$ cat src/rtl/sent_tx_channel_v2.sv
// Single-channel SENT (SAE J2716) transmitter with double-buffered configuration,
// up to MAX_NIBBLES data nibbles, and none/fixed/variable pause modes.
module sent_tx_channel_v2 #(
    parameter int CLK_FREQ    = 100000000,
    parameter int MAX_NIBBLES = 6
) (
    input  logic                     clk,
    input  logic                     rst,
    input  logic                     sent_en,
    input  logic                     cfg_valid,
    input  logic [7:0]               cfg_ctick_len,
    input  logic [7:0]               cfg_ltick_len,
    input  logic [1:0]               cfg_pause_mode,
    input  logic [15:0]              cfg_pause_len,
    input  logic                     cfg_crc_mode,
    input  logic [3:0]               cfg_status_nibble,
    input  logic [3:0]               cfg_data_len,
    input  logic [4*MAX_NIBBLES-1:0] cfg_data_nibble,
    output logic                     sent,
    output logic                     busy,
    output logic                     frame_done,
    output logic                     cfg_err,
    output logic [15:0]              frame_cnt
);
    localparam int CLK_PER_US = CLK_FREQ / 1000000;
    localparam int TW         = $clog2(90 * CLK_PER_US + 1);
    localparam int DW         = 4 * MAX_NIBBLES;

    typedef struct packed {
        logic [7:0]    ctick;
        logic [7:0]    ltick;
        logic [1:0]    pmode;
        logic [15:0]   plen;
        logic          crc_mode;
        logic [3:0]    status;
        logic [3:0]    dlen;
        logic [DW-1:0] data;
    } cfg_t;

    typedef enum logic [2:0] {IDLE, START, SYNC, STATUS, DATA, CRC, PAUSE} state_t;

    state_t        state;
    cfg_t          pend, act, in_cfg, ld_cfg;
    logic          pend_vld, act_vld, in_ok;
    logic [TW-1:0] tick_cyc, cyc_cnt;
    logic [15:0]   tick_cnt, pulse_len, pause_ticks;
    logic [3:0]    nib_idx, crc;
    logic [10:0]   frame_ticks;
    logic          tick_end, pulse_end, last_pulse;

    function automatic logic [3:0] nib_at(input logic [DW-1:0] d, input logic [3:0] i);
        logic [DW-1:0] s;
        s = d << (4 * i);
        return s[DW-1 -: 4];
    endfunction

    function automatic logic [3:0] crc_of(input cfg_t c);
        logic [3:0] r;
        logic       fb;
        r = 4'h5;
        for (int k = 0; k < MAX_NIBBLES; k++) begin
            if (k < int'(c.dlen)) begin
                for (int b = 3; b >= 0; b--) begin
                    fb = r[3] ^ c.data[4*(MAX_NIBBLES-1-k)+b];
                    r  = {r[2:0], 1'b0} ^ (fb ? 4'hD : 4'h0);
                end
            end
        end
        // recommended mode appends one zero nibble
        if (c.crc_mode) begin
            for (int b = 0; b < 4; b++) begin
                fb = r[3];
                r  = {r[2:0], 1'b0} ^ (fb ? 4'hD : 4'h0);
            end
        end
        return r;
    endfunction

    function automatic logic [10:0] sum_of(input cfg_t c);
        logic [10:0] s;
        s = '0;
        for (int k = 0; k < MAX_NIBBLES; k++)
            if (k < int'(c.dlen)) s = s + 11'(nib_at(c.data, 4'(k)));
        return s;
    endfunction

    assign in_cfg = {cfg_ctick_len, cfg_ltick_len, cfg_pause_mode, cfg_pause_len, cfg_crc_mode,
                     cfg_status_nibble, cfg_data_len, cfg_data_nibble};

    always_comb begin
        in_ok = (cfg_ctick_len >= 8'd3) && (cfg_ctick_len <= 8'd90) &&
                (cfg_ltick_len >= 8'd4) && (cfg_ltick_len <= 8'd11) &&
                (cfg_pause_mode != 2'd3) &&
                ((cfg_pause_mode == 2'd0) || ((cfg_pause_len >= 16'd12) && (cfg_pause_len <= 16'd768))) &&
                (cfg_data_len >= 4'd1) && (cfg_data_len <= 4'(MAX_NIBBLES));
        // a legal strobe on a boundary edge goes straight into the next frame
        ld_cfg = (cfg_valid && in_ok) ? in_cfg : (pend_vld ? pend : act);
    end

    always_comb begin
        crc         = crc_of(act);
        frame_ticks = 11'd56 + 11'd12 * (11'(act.dlen) + 11'd2) + 11'(act.status) + sum_of(act) + 11'(crc);
        pause_ticks = act.plen;
        if (act.pmode == 2'd2) begin
            if ({5'd0, frame_ticks} + 16'd12 > act.plen) pause_ticks = 16'd12;
            else                                         pause_ticks = act.plen - {5'd0, frame_ticks};
        end
        tick_end   = (cyc_cnt == tick_cyc - TW'(1));
        pulse_end  = tick_end && (tick_cnt == pulse_len - 16'd1);
        last_pulse = (state == PAUSE) || ((state == CRC) && (act.pmode == 2'd0));
    end

    always_ff @(posedge clk or posedge rst) begin
        if (rst) begin
            state      <= IDLE;
            pend       <= '0;
            act        <= '0;
            pend_vld   <= 1'b0;
            act_vld    <= 1'b0;
            tick_cyc   <= '0;
            cyc_cnt    <= '0;
            tick_cnt   <= '0;
            pulse_len  <= '0;
            nib_idx    <= '0;
            sent       <= 1'b1;
            busy       <= 1'b0;
            frame_done <= 1'b0;
            cfg_err    <= 1'b0;
            frame_cnt  <= '0;
        end else begin
            frame_done <= 1'b0;
            cfg_err    <= cfg_valid && !in_ok;
            if (cfg_valid && in_ok) begin
                pend     <= in_cfg;
                pend_vld <= 1'b1;
            end
            case (state)
                IDLE: begin
                    sent <= 1'b1;
                    busy <= 1'b0;
                    if (sent_en && (pend_vld || act_vld)) begin
                        act      <= ld_cfg;
                        act_vld  <= 1'b1;
                        pend_vld <= 1'b0;
                        tick_cyc <= TW'(ld_cfg.ctick * CLK_PER_US);
                        busy     <= 1'b1;
                        state    <= START;
                    end
                end
                START: begin
                    state     <= SYNC;
                    sent      <= 1'b0;
                    cyc_cnt   <= '0;
                    tick_cnt  <= '0;
                    pulse_len <= 16'd56;
                end
                default: begin
                    if (!tick_end) begin
                        cyc_cnt <= cyc_cnt + TW'(1);
                    end else if (!pulse_end) begin
                        cyc_cnt  <= '0;
                        tick_cnt <= tick_cnt + 16'd1;
                        sent     <= (tick_cnt + 16'd1 >= {8'd0, act.ltick});
                    end else begin
                        cyc_cnt  <= '0;
                        tick_cnt <= '0;
                        sent     <= 1'b0;
                        if (last_pulse) begin
                            frame_done <= 1'b1;
                            frame_cnt  <= frame_cnt + 16'd1;
                            act        <= ld_cfg;
                            pend_vld   <= 1'b0;
                            tick_cyc   <= TW'(ld_cfg.ctick * CLK_PER_US);
                            if (sent_en) begin
                                state     <= SYNC;
                                pulse_len <= 16'd56;
                            end else begin
                                state <= IDLE;
                                busy  <= 1'b0;
                                sent  <= 1'b1;
                            end
                        end else begin
                            case (state)
                                SYNC: begin
                                    state     <= STATUS;
                                    pulse_len <= 16'd12 + 16'(act.status);
                                end
                                STATUS: begin
                                    state     <= DATA;
                                    nib_idx   <= '0;
                                    pulse_len <= 16'd12 + 16'(nib_at(act.data, 4'd0));
                                end
                                DATA: begin
                                    if (nib_idx == act.dlen - 4'd1) begin
                                        state     <= CRC;
                                        pulse_len <= 16'd12 + 16'(crc);
                                    end else begin
                                        nib_idx   <= nib_idx + 4'd1;
                                        pulse_len <= 16'd12 + 16'(nib_at(act.data, nib_idx + 4'd1));
                                    end
                                end
                                CRC: begin
                                    state     <= PAUSE;
                                    pulse_len <= pause_ticks;
                                end
                                default: ;
                            endcase
                        end
                    end
                end
            endcase
        end
    end
endmodule

$ cat config.mk
export PLATFORM = sky130hd
export DESIGN_NAME = sent_tx_channel_v2
export DESIGN_NICKNAME = d
export VERILOG_FILES = /design/src/rtl/sent_tx_channel_v2.sv
export SDC_FILE = /design/constraint.sdc
export NUM_CORES = 1
export LEC_CHECK = 0
export BUFFER_PORTS_ARGS = -buffer_cell sky130_fd_sc_hd__buf_2
export CAP_MARGIN = 5
export CORE_MARGIN = 4
export CORE_UTILIZATION = 30
export DETAILED_ROUTE_END_ITERATION = 10
export GPL_TIMING_DRIVEN = 1
export MAX_ROUTING_LAYER = met4
export PLACE_DENSITY = 0.44
export SETUP_SLACK_MARGIN = 0.1
export SLEW_MARGIN = 20
export SYNTH_ARGS = -nofsm -noshare
export SYNTH_HDL_FRONTEND = slang
export SYNTH_SLANG_ARGS = --single-unit
$ cat constraint.sdc
create_clock -name clk -period 17.2 [get_ports clk]
set_input_delay 1.72 -clock clk [delete_from_list [all_inputs] [get_ports clk]]
set_output_delay 1.72 -clock clk [all_outputs]
set_load 0.03 [all_outputs]
After elaboration in Yosys (flattened, before gate mapping)
Index checks and enable logic that the tools add are counted.
- register bits: 223
- input bits: 71
- word-level logic and storage cells: 279
- add/subtract/negate cells: 23
- $mul: 2
- order comparisons: 16
- eq/ne operators: 16
- shift operators: 1
- muxes and demuxes: 98
- bitwise logic cells: 55
- reduce and logical (&&, ||, !) cells: 39
- operators with widths (kind ; number):
    67-bit 2-to-1 mux ; 6
    4-bit 2-to-1 mux ; 37
    67-bit case mux with 2 select lines ; 1
    16-bit 2-to-1 mux ; 8
    4-bit XOR ; 27
    14-bit 2-to-1 mux ; 5
    11-bit by 4-bit adder with 11-bit output ; 6
    16-bit case mux with 2 select lines ; 2
    16-bit case mux with 4 select lines ; 1
    14-bit case mux with 2 select lines ; 2
    11-bit 2-to-1 mux ; 5
    16-bit by 1-bit adder with 16-bit output, second input constant ; 2
    24-bit by 6-bit left shift with 24-bit output ; 1
    1-bit XOR ; 23
    4-bit by 4-bit adder with 5-bit output, first input constant ; 4
    5-bit AND reduction ; 4
    1-bit 2-to-1 mux ; 18
    16-bit == test ; 1
    16-bit by 4-bit >= comparator with 1-bit output, second input constant ; 1
    16-bit by 8-bit >= comparator with 1-bit output ; 1
    12-bit by 16-bit > comparator with 1-bit output ; 1
    16-bit by 10-bit less-or-equal comparator with 1-bit output, second input constant ; 1
    16-bit by 1-bit subtractor with 16-bit output, second input constant ; 1
    16-bit by 11-bit subtractor with 16-bit output ; 1
    other kinds (52) ; 91

Longest topological paths before layout
Gate-level depths: netlist (run 1).
- depth after elaboration: 96
- depth in mapped cells: 50
- mapped depth without buffers: 50

Worst setup path after synthesis (run 1)
No wires, ideal clock.
- path kind: register to register
- start: reg act[25] (netlist bit)
- end: reg pulse_len[10]
- data arrival time: 10.211 ns
- required time: 17.069 ns
- path slack: 6.858 ns
- stages on the path, launching flop included: 43
- path buffers: 2
- path through: dfrtp_1 inv_1 ha_1 nor3b_2 o21ai_0 a2111oi_4 nor2b_2 xnor3_2 nand2_2 xnor3_2 xnor3_2 and3_4 or2_1 clkbuf_2 and4_1 nor4_2 mux2i_1 xnor2_2 (+7 left out) ha_1 fa_1 a21o_1 a21oi_1 xnor2_1 inv_1 or3_1 xor2_1 ha_1 o21a_1 o21a_1 o21ai_0 a2111oi_0 nand2_1 nand3_1 or3_1 clkbuf_1 o21ai_0
- word-level cells in the longest chain between the ends: 86
- elaborated cells on any way between the ends: 108
- classes of those cells: add/sub (12); mul (1); order compare (7); mux (44); bitwise (44)
- ends and longest elaborated chain (element ; RTL line ; RTL):
    from (decl) ; 43 ; cfg_t pend, act, in_cfg, ld_cfg;
    from (signal assigned) ; 142 ; act <= ld_cfg;
    from (signal assigned) ; 171 ; act <= ld_cfg;
    1-bit by 4-bit < comparator with 1-bit output ; 62, 83 ;
    4-bit 2-to-1 mux ; 62 ; if (k < int'(c.dlen)) begin
    1-bit XOR ; 64 ; fb = r[3] ^ c.data[4*(MAX_NIBBLES-1-k)+b];
    4-bit 2-to-1 mux ; 65 ; r = {r[2:0], 1'b0} ^ (fb ? 4'hD : 4'h0);
    4-bit XOR ; 65 ;
    1-bit XOR ; 64 ;
    4-bit 2-to-1 mux ; 65 ;
    4-bit XOR ; 65 ;
    (+70 left out) ; -- ;
    12-bit by 16-bit > comparator with 1-bit output ; 105 ; if ({5'd0, frame_ticks} + 16'd12 > act.plen) pause_ticks = 16'd12;
    16-bit 2-to-1 mux * ; 105 ;
    16-bit 2-to-1 mux * ; 104 ; if (act.pmode == 2'd2) begin
    16-bit case mux with 4 select lines * ; 183 ; case (state)
    16-bit 2-to-1 mux * ; 168 ; if (last_pulse) begin
    16-bit 2-to-1 mux * ; 160 ; end else if (!pulse_end) begin
    16-bit 2-to-1 mux * ; 158 ; if (!tick_end) begin
    16-bit case mux with 2 select lines * ; 137 ; case (state)
    to (signal assigned) ; 186 ; pulse_len <= 16'd12 + 16'(act.status);
    to (signal assigned) ; 191 ; pulse_len <= 16'd12 + 16'(nib_at(act.data, 4'd0));
    to (signal assigned) ; 196 ; pulse_len <= 16'd12 + 16'(crc);
    to (decl) ; 46 ; logic [15:0] tick_cnt, pulse_len, pause_ticks;
Mark *: on every way between the ends. The rest lies on a longest branch, timed or not. The select of a mux whose other input is x is not followed.
A chain may end at the register's enable or synchronous reset.

Worst setup path after layout (run 1)
- start: reg act[25] (netlist bit)
- end: reg pulse_len[4]
- word-level cells in the longest chain between the ends: 86
- elaborated cells on any way between the ends: 112
- classes of those cells: add/sub (14); mul (1); order compare (7); eq/ne (1); mux (45); bitwise (44)
- ends and longest elaborated chain (element ; RTL line):
    1-bit by 4-bit < comparator with 1-bit output ; 62, 83
    4-bit 2-to-1 mux ; 62
    1-bit XOR ; 64
    4-bit 2-to-1 mux ; 65
    4-bit XOR ; 65
    1-bit XOR ; 64
    4-bit 2-to-1 mux ; 65
    4-bit XOR ; 65
    (+70 left out) ; --
    12-bit by 16-bit > comparator with 1-bit output ; 105
    16-bit 2-to-1 mux ; 105
    16-bit 2-to-1 mux ; 104
    16-bit case mux with 4 select lines * ; 183
    16-bit 2-to-1 mux * ; 168
    16-bit 2-to-1 mux * ; 160
    16-bit 2-to-1 mux * ; 158
    16-bit case mux with 2 select lines * ; 137
Marks and branches as above.

==> results of run 1 <==
## worst max-delay path by stage
stage	endpoint	slack, ns	depth (start not counted)	startpoint
floorplan	pulse_len[10]	6.86	42	act[25]
global placement	pulse_len[4]	5.86	42	act[25]
detailed placement	pulse_len[4]	5.68	42	act[25]
CTS	pulse_len[4]	5.67	42	act[25]
global route	pulse_len[4]	4.78	42	act[25]
finish	pulse_len[4]	5.76	41	act[25]
## per-layer routing
metal  vias up  GRT usage  part of all wire
li1       6492          -                 -
met1      6135      0.215              0.46
met2       217      0.272              0.48
met3        55     0.0190             0.033
met4         0     0.0318             0.022
met5         -          -                 0
## per-stage QoR
step	hold slack, ns	util	power (uW)	setup WS, ns
3_5_place_dp	0.458	0.328	605	5.68
2_1_floorplan	0.434	-	576	6.86
6_report	0.468	0.348	1270	5.76
3_3_place_gp	0.452	0.328	605	5.86
4_1_cts	0.472	0.348	1290	5.67
5_1_grt	0.484	0.348	1320	4.78
## area by class of cell
class	instances	area [um2]	area share
Antenna cell	1	2.50	0.000139
Clock buffer	36	801	0.0444
Clock inverter	16	258	0.0143
Inverter	114	435	0.0241
Multi-Input combinational cell	1443	9680	0.537
Sequential cell	218	5460	0.303
Tap cell	680	851	0.0472
Timing Repair Buffer	103	548	0.0304
## worst register-to-register path: cells and delay by family, from the launching register on
| family | cells | cell delay, ns |
|---|---|---|
| AO/OA/AOI/OAI | 9 | 2.24 |
| AND/OR/NAND/NOR | 11 | 2.49 |
| multiplexers | 2 | 0.56 |
| buffers and inverters | 4 | 0.46 |
| flip-flops | 1 | 0.46 |
| XOR/XNOR | 8 | 2.40 |
| adder cells (fa/ha/maj) | 7 | 2.71 |
## cell usage after synthesis (all sizes together), types with 15 or more instances
cell	number
ha	124
xor2	69
xnor2	95
nor2	164
nand4	15
nand2b	16
mux2i	25
buf	16
nand2	313
or3	17
dfrtp	217
and3	23
inv	114
nor3	34
nor2b	26
o31ai	15
a22oi	23
clkbuf	64
o21ai	112
nand3	42
a21o	23
o22ai	39
fa	17
a21oi	97
## sequential cells by signal, summed over array words and instances, names as in the netlist, 3 cells and up
| register | flops |
|---|---|
| act | 67 |
| pend | 67 |
| frame_cnt | 16 |
| pulse_len | 16 |
| tick_cnt | 16 |
| cyc_cnt | 14 |
| tick_cyc | 9 |
| nib_idx | 4 |
| state | 3 |
## cells by family after synthesis
kind of cell,after synthesis,synth area share
buf+inv,194,0.0471
compound gates,392,0.153
xor+xnor,176,0.110
simple gates,693,0.197
mux,38,0.0281
flops,218,0.344
fa+ha+maj,142,0.120
other cells,2,0.000474
## where the power goes
group	internal [uW]	switching, uW	leakage, uW
combinational	29.7	47.3	0.00550
sequential	516	1.56	0.00278
clock	420	253	0.000517
## cell usage in the layout (no fill, tap or decap), types with 10 or more instances in the layout
master,count
nor2b_1,25
o21ai_0,108
nand3_1,42
o31ai_1,15
o22ai_1,38
nand4_1,14
buf_2,90
a31oi_1,10
nand2b_1,16
xor2_1,69
o21a_1,14
fa_1,17
nand2_1,311
a22oi_1,23
nor2_1,161
buf_4,13
clkbuf_16,28
ha_1,124
xnor2_1,92
a21o_1,23
nor3_1,34
mux2i_1,25
and3_1,22
inv_1,113
a21oi_1,97
dfrtp_1,217
or3_1,15
==> key figures, run 1 <==
Outcome
  – Status: complete, no violations

Place
  – # port buffers: 90
  – Final RePlAce weighted congestion: 0.854
  – Area after DPL: 17000 um2
  – HPWL after DPL: about 34000 um
  – Inst Count DP: 2558

Routing
  – Vias per cell: 4.94
  – First drt pass iteration count: 5
  – Drc violations: 0
  – Vias: 12.9k
  – Antenna Nets Post-Route: 0
  – Drt total wl: 45400 um
  – DR iter-0 viols: 787
  – Routed wire per std cell: 17.4 um

Setup path
  – Buf+Inv Stages, Crit Path: 4
  – Worst R2R Start: act[25]
  – Worst-path fanout max: 8
  – WP data arrival: 11.87 ns
  – FF-to-FF path depth: 41
  – Crit Path Class: reg2reg
  – FF-to-FF End: pulse_len[4]
  – Crit path launch type: flop
  – Worst Path Required: 17.63 ns
  – CP max stage cell: a2111oi_0
  – Setup crit end kind: flop
  – CP top delay family: adder cells
  – FF-to-FF setup slack: 5.76 ns
  – CP peak stage delay: between 0.8 and 0.9 ns

Power and ir drop
  – Lkg Pwr: 0.00880 uW
  – Max VDD drop: roughly 0.066 mV
  – Power Density: 70.2 nW/um2

STA
  – RSZ-0062 raised after global routing: false
  – Slew @ Worst Pin: 1.02 ns
  – Fmax: 87.4 MHz
  – Slew Viols, Final: 0
  – Tcrit/Tclk final: 0.665
  – Setup TNS Final: 0 ns
  – Slew HR: 0.317
  – Final Hold Fails: 0
  – Final setup viols: 0
  – Setup Skew: 0.0237 ns
  – Tmin final: 11.44 ns

Floorplan
  – Core area: 51800 um2
  – Starting Density: 0.306
  – Die Y: 238 um
  – DIE AREA: 56600 um2
  – I/O pins: 91
  – Row Count: 83
  – Die W: 238 um

Synthesis
  – Library cells used by synthesis: 82
  – Primary FF master, synth: dfrtp_1
  – Area fraction of the dominant cell type after synthesis: 0.343
  – Avg Cell Area, Syn: 8.54 um2
  – Syn Nets: between 2k and 2.5k
  – Ys Warns: 0
  – Mapped cell area: 15800 um2
  – Async SR Flop Fraction: 1.00
  – Post-synth EDFFs: 0
  – Yosys reg bits: approximately 220
  – Seq/Total Area, Yosys: 0.344
  – Area leader, netlist: dfrtp_1
  – Synth area leaders: dfrtp_1, ha_1, nand2_1
  – Gate count of the mapped netlist: ~1.9k

Clock network
  – CTS tree: yes
  – Post-CTS sizing: 0
  – # H-tree levels: 1
  – Clock latency on the worst-skew pair: 0.58 ns
  – Hold Buf Count CTS: 0
  – Clock sinks: 218
  – Clock transition at the registers of the reported paths: 0.06 ns
  – Post-CTS Setup Bufs: 0
  – Root Driver: clkbuf_16
  – Inserted Clock Buffers: 28
  – Max Buffers Root-to-Sink: 3

Global route
  – First-pass GRT wire length: 72300 um
  – Vias in the first global route: 12.6k
  – Initial antenna violation count: 1
  – Gr usage total: 0.162
  – Total gr overflow: 0
  – Pin count of the biggest net entering global routing: 110

Finish
  – Final #Nets: 2120
  – Area delta synth->final: 13.8%
  – Final Cell Area: 18000 um2
  – Fillers: 5369
  – Non-Filler Instances: between 2k and 3k
  – Layout cells sized above 1: 0.103

Hold path
  – Hold depth: 1
  – HP Start: frame_cnt[15]
  – Worst Hold Endpoint: frame_cnt[15]
  – Min-delay worst type: reg2reg

Job
  – MaxCap Viol Count: 0
Note: power is estimated with default switching activity, not from simulation.
==> inputs of run 2 (changes only) <==
==> constraint.sdc (replaced) <==
create_clock -name clk -period 11.8 [get_ports clk]
set_input_delay 1.18 -clock clk [delete_from_list [all_inputs] [get_ports clk]]
set_output_delay 1.18 -clock clk [all_outputs]
set_load 0.03 [all_outputs]
==> key figures, run 2 (synthesis gave the netlist of run 1 again) <==
Setup path
  – FF-to-FF setup slack: 0.83 ns (-4.93 ns)
  – FF-to-FF End: pulse_len[4]
  – CP most frequent cell: fa_1
  – Crit Path Class: reg2reg
  – Worst R2R Start: act[25]
  – WP data arrival: 11.41 ns (-0.46 ns)
  – Crit path launch type: flop
  – FF-to-FF path depth: 43 (+4.9%)
  – Worst-path fanout max: 8 (unchanged)
  – Worst Path Required: 12.24 ns (-5.39 ns)
  – CP max stage cell: fa_1
  – Setup crit end kind: flop
  – CP peak stage delay: 0.51 ns (-0.32 ns)
  – Crit path from: act[25]

Hold path
  – HP Start: act_vld
  – Min-delay worst type: reg2reg
  – Hold depth: 1 (unchanged)
  – Worst Hold Endpoint: act_vld

Global route
  – Vias in the first global route: 12.8k (+1.6%)
  – Pin count of the biggest net entering global routing: 95 (-14%)
  – Initial antenna violation count: 1 (unchanged)
  – Total gr overflow: 0 (unchanged)
  – Gr usage total: 0.162 (-0.000627)
  – First-pass GRT wire length: 72400 um (about the same)

Power and ir drop
  – Internal: 1360 uW (+41%)
  – Comb power frac: 0.062 (about the same)
  – Power Density: 99.7 nW/um2 (+42%)
  – Lkg Pwr: 0.00879 uW (about the same)
  – Clock power share: 0.518 (-0.013)
  – Max VDD drop: 0.102 mV (+55%)
  – Sw Ratio: 0.241 (+0.00261)
  – PnR Total Power: 1800 uW (+42%)
  – Sequential power share: 0.420 (+0.012)
  – Switching pwr: 432 uW (+43%)

Clock network
  – Clock latency on the worst-skew pair: 0.58 ns (about the same)
  – Post-CTS Setup Bufs: 0 (unchanged)
  – Max Buffers Root-to-Sink: 3 (unchanged)
  – Clock transition at the registers of the reported paths: 0.06 ns (about the same)
  – Clock sinks: 218 (unchanged)
  – Root Driver: clkbuf_16
  – # H-tree levels: 1 (unchanged)
  – CTS tree: yes
  – Inserted Clock Buffers: 30 (+7.1%)

STA
  – Setup TNS Final: 0 ns (unchanged)
  – Tmin final: 10.97 ns (-0.473 ns)
  – Tcrit/Tclk final: 0.929 (+0.264)
  – Setup Skew: 0.0157 ns (-0.00795 ns)
  – RSZ-0062 raised after global routing: false
  – Slew Viols, Final: 0 (unchanged)
  – Hold_ws: 0.461 ns (-0.00664 ns)
  – Worst setup margin: 0.833 ns (-4.93 ns)
  – Slew @ Worst Pin: 1.02 ns (-0.00636 ns)
  – Final Hold Fails: 0 (unchanged)
  – Final setup viols: 0 (unchanged)
  – Slew HR: 0.321 (+0.00425)
  – Fmax: 91.2 MHz (+4.3%)

Floorplan
  – Die W: 238 um (unchanged)
  – Die Y: 238 um (unchanged)
  – Core area: 51800 um2 (unchanged)
  – Starting Density: 0.306 (unchanged)
  – Row Count: 83 (unchanged)
  – I/O pins: 91 (unchanged)
  – DIE AREA: 56600 um2 (unchanged)

Finish
  – Top flop regs: act x67, pend x67
  – Ant. Diodes: 0 (-1)
  – Layout cells sized above 1: 0.105 (+0.00191)
  – Fillers: 5345 (-0.45%)
  – Commonest non-fill, non-tap cell in the layout: nand2_1
  – Register Area: 5460 um2 (unchanged)
  – Area of the multi-input gates: 9710 um2 (+0.28%)
  – Area delta synth->final: 13.8% (about the same)
  – Commonest cells after routing, fill and taps aside: nand2_1, dfrtp_1, nor2_1
  – Non-Filler Instances: 2613 (+0.077%)
  – Final #Nets: 2123 (+0.14%)

Place
  – HPWL after DPL: 33800 um (-1.3%)
  – Final RePlAce weighted congestion: 0.841 (-1.5%)
  – # port buffers: 90 (unchanged)
  – Inst Count DP: 2559 (+0.039%)
  – Place WS: 0.565 ns (-5.11 ns)

Routing
  – Antenna Nets Post-Route: 0 (unchanged)
  – DR iter-0 viols: 725 (-7.9%)
  – First drt pass iteration count: 5 (unchanged)
  – Vias per cell: 4.94 (about the same)
  – Routed wire per std cell: 17.2 um (-1.3%)
  – Vias: 12.9k (+0.047%)
  – Drc violations: 0 (unchanged)
  – Drt total wl: 44800 um (-1.2%)

Job
  – MaxCap Viol Count: 0 (unchanged)

Outcome
  – Status: complete, no violations
==> run 2: changes by cell type in the layout (fill, tap and decap cells not counted), sizes merged <==
cell,change
clkbuf,+6
bufinv,-3
clkinv,+2
clkinvlp,-2
buf,+1
diode,-1
inv,-1
==> run 2: worst max-delay path by stage <==
stage,end,slack [ns],depth (start not counted)
2_1_floorplan,pulse_len[10],1.46,42
3_3_place_gp,pulse_len[4],0.73,43
3_5_place_dp,pulse_len[4],0.56,43
4_1_cts,pulse_len[4],0.52,43
5_1_grt,pulse_len[4],0.15,43
6_report,pulse_len[4],0.83,43
==> run 2: stage by stage <==
step / util / cell area (um2)
final: 0.348 / 18000
after global routing: 0.348 / 18000
after CTS: 0.347 / 18000
after detailed placement: 0.328 / 17000
after global placement: 0.328 / 17000
after floorplan: - / 15800
==> run 2: power by group through the flow <==
stage	Combinational, uW	Sequential [uW]	Clock, uW
floorplan	71.8	768	0
global placement	113	768	0
detailed placement	114	768	0
CTS	115	755	961
global route	129	755	993
finish	111	755	931
==> run 2: timing repair <==
item	CTS	global route
hold buffers	0	0
endpoints found under the setup margin	0	12
resized for setup	0	8
hold endpoints to repair	0	0
==> run 2: cell type report <==
type	count	area share
Multi-Input combinational cell	1443	0.539
Tap cell	680	0.0472
Sequential cell	218	0.303
Clock inverter	12	0.00875
Timing Repair Buffer	104	0.0308
Inverter	114	0.0242
Clock buffer	42	0.0475
==> run 2: per-layer routing <==
metal,GRT usage,share of wire,vias to the layer above
li1,-,-,6496
met1,0.213,0.47,6150
met2,0.270,0.48,197
met3,0.0186,0.029,62
met4,0.0361,0.026,0
met5,-,0,-
==> run 2: critical path: cells and delay by family (launching register included) <==
| family | cells | cell delay (ns) |
|---|---|---|
| and+or+nand+nor | 9 | 1.71 |
| DFF | 1 | 0.47 |
| xor gates and xnor gates | 2 | 0.40 |
| muxes | 3 | 0.84 |
| adders and majority gates | 13 | 5.12 |
| buffers and inverters | 7 | 0.79 |
| AOI/OAI and AO/OA | 9 | 1.48 |
==> inputs of run 3 (changes only) <==
--- a/config.mk
+++ b/config.mk
@@ -7,12 +7,12 @@
 export LEC_CHECK = 0
 export BUFFER_PORTS_ARGS = -buffer_cell sky130_fd_sc_hd__buf_2
 export CAP_MARGIN = 5
-export CORE_MARGIN = 4
-export CORE_UTILIZATION = 30
+export CORE_MARGIN = 8
+export CORE_UTILIZATION = 60
 export DETAILED_ROUTE_END_ITERATION = 10
 export GPL_TIMING_DRIVEN = 1
 export MAX_ROUTING_LAYER = met4
-export PLACE_DENSITY = 0.44
+export PLACE_DENSITY = 0.78
 export SETUP_SLACK_MARGIN = 0.1
 export SLEW_MARGIN = 20
 export SYNTH_ARGS = -nofsm -noshare
==> key figures, run 3 (synthesis gave the netlist of run 1 again) <==
Clock network
  – Max Buffers Root-to-Sink: 3 (unchanged)
  – Clock transition at the registers of the reported paths: 0.07 ns (about the same)
  – CTS tree: yes
  – Clock sinks: 218 (unchanged)
  – Clock latency on the worst-skew pair: 0.54 ns (-0.04 ns)
  – # H-tree levels: 1 (unchanged)
  – Inserted Clock Buffers: 25 (-17%)
  – Root Driver: clkbuf_16

Routing
  – Drt total wl: 40100 um (-10%)
  – Drc violations: 0 (unchanged)
  – Antenna Nets Post-Route: 0 (unchanged)
  – DR iter-0 viols: 1005 (+39%)
  – Vias: 13.4k (+4.0%)
  – Routed wire per std cell: 17.8 um (+3.7%)
  – First drt pass iteration count: 7 (+2)
  – Vias per cell: 5.94 (+20%)

Place
  – HPWL after DPL: 29500 um (-13%)
  – Final RePlAce weighted congestion: 0.929 (+10%)
  – # port buffers: 90 (unchanged)
  – Place WS: 0.695 ns (+0.130 ns)

Hold path
  – HP Start: frame_cnt[15]
  – Min-delay worst type: reg2reg
  – Hold depth: 1 (unchanged)

Setup path
  – Setup crit end: pulse_len[13]
  – FF-to-FF path depth: 42 (-2.3%)
  – Crit path launch type: flop
  – Worst-path fanout max: 8 (unchanged)
  – CP most frequent cell: fa_1
  – CP max stage cell: or3_1
  – Setup crit end kind: flop
  – Crit path from: act[25]
  – Crit Path Class: reg2reg
  – CP top delay family: adder cells
  – CP peak stage delay: 0.54 ns (+0.03 ns)
  – Worst R2R Start: act[25]
  – CP Depth: 42 (-2.3%)
  – FF-to-FF End: pulse_len[13]
  – Buf+Inv Stages, Crit Path: 7 (unchanged)
  – Worst Path Required: 12.24 ns (about the same)
  – FF-to-FF setup slack: 0.82 ns (-0.02 ns)
  – WP data arrival: 11.42 ns (about the same)

Power and ir drop
  – PnR Total Power: 1680 uW (-6.3%)
  – Lkg Pwr: 0.00869 uW (-1.2%)
  – Sw Ratio: 0.237 (-0.00346)
  – Internal: 1280 uW (-5.9%)
  – Power Density: 96.5 nW/um2 (-3.2%)
  – Comb power frac: 0.064 (+0.002)
  – Switching pwr: 399 uW (-7.7%)
  – Clock power share: 0.487 (-0.031)
  – Sequential power share: 0.448 (+0.028)
  – Max VDD drop: 0.117 mV (+15%)

Finish
  – Final core utilization: 0.671 (+0.323)
  – Final #Nets: 2115 (-0.38%)
  – Layout cells sized above 1: 0.102 (-0.00252)
  – Ant. Diodes: 0 (unchanged)
  – Commonest cells after routing, fill and taps aside: nand2_1, dfrtp_1, nor2_1
  – Commonest non-fill, non-tap cell in the layout: nand2_1
  – Fillers: 2114 (-60%)
  – Area of the multi-input gates: 9710 um2 (about the same)
  – Top flop regs: act x67, pend x67
  – Register Area: 5460 um2 (unchanged)
  – Area delta synth->final: 10.0%

Global route
  – Pin count of the biggest net entering global routing: 146 (+54%)
  – Vias in the first global route: 13.5k (+5.2%)
  – First-pass GRT wire length: 67000 um (-7.4%)
  – Initial antenna violation count: 0 (-1)
  – Gr usage total: 0.264 (+0.102)
  – Total gr overflow: 0 (unchanged)

Outcome
  – Status: complete, no violations

STA
  – Worst setup margin: 0.817 ns (-0.0169 ns)
  – RSZ-0062 raised after global routing: false
  – Fmax: 91.0 MHz (-0.15%)
  – Setup TNS Final: 0 ns (unchanged)
  – Tmin final: 10.98 ns (+0.0169 ns)
  – Hold_ws: 0.464 ns (+0.00261 ns)
  – Slew @ Worst Pin: 1.01 ns (-0.00463 ns)
  – Setup Skew: 0.0160 ns (+0.000284 ns)
  – Slew HR: 0.324 (+0.00309)
  – Final Hold Fails: 0 (unchanged)
  – Slew Viols, Final: 0 (unchanged)
  – Final setup viols: 0 (unchanged)
  – Tcrit/Tclk final: 0.931 (+0.00143)

Floorplan
  – DIE AREA: 31900 um2 (-44%)
  – I/O pins: 91 (unchanged)
  – Die W: 179 um (-25%)
  – Die Y: 179 um (-25%)
  – Core area: 26000 um2 (-50%)
  – Starting Density: 0.610 (+0.304)
  – Row Count: 59 (-29%)

Job
  – MaxCap Viol Count: 0 (unchanged)
==> run 3: changes by cell type in the layout (fill, tap and decap cells not counted), moves of 2 or more <==
cell        before  now
clkbuf_1         6    0
clkbuf_16       30   25
clkinvlp_4       0    4
buf_4           14   11
inv_6            1    3
o21ai_0        108  106
o21ai_1          3    5
==> run 3: cell type report <==
cell class,count,area share
clock inverters,16,0.0106
well taps,335,0.0240
flip-flops and latches,218,0.313
repair buffers,101,0.0306
clock buffers,30,0.0398
multi-input cells,1443,0.557
inverters,114,0.0250
==> run 3: routing by layer <==
layer	vias to the layer above	GRT usage	wire length, um
li1	6464	-	-
met1	6465	0.340	17900
met2	402	0.427	18900
met3	85	0.0366	2180
met4	0	0.0789	1180
met5	-	-	0
==> run 3: repair_timing <==
item / in CTS / in global routing
hold buffers: 0 / 0
resized for setup: 0 / 9
buffers inserted: 0 / 0
setup endpoints to repair: 0 / 11
==> run 3: worst register-to-register path: cells and delay by family (launching register included) <==
kind	cells	cell delay, ns
compound gates	9	1.53
xor+xnor	2	0.39
fa+ha+maj	13	5.12
buf+inv	7	0.72
flops	1	0.47
mux	3	0.75
simple gates	8	1.94
==> run 3: per-stage QoR <==
step,cells,area (um2)
floorplan,1855,15800
global placement,2211,16500
detailed placement,2211,16500
CTS,2257,17400
global route,2257,17400
finish,2257,17400
==> run 3: worst min-delay path by stage <==
stage | end | slack (ns)
after floorplan | act_vld | 0.43
after global placement | act_vld | 0.44
after detailed placement | act_vld | 0.46
after CTS | frame_cnt[15] | 0.47
after global routing | frame_cnt[15] | 0.49
final | frame_cnt[15] | 0.46
==> run 3: power by group through the flow <==
stage | registers [uW] | logic [uW] | clock network, uW
after global routing | 755 | 122 | 856
after global placement | 768 | 105 | 0
after CTS | 754 | 109 | 830
after floorplan | 768 | 71.8 | 0
final | 755 | 108 | 820
after detailed placement | 768 | 108 | 0
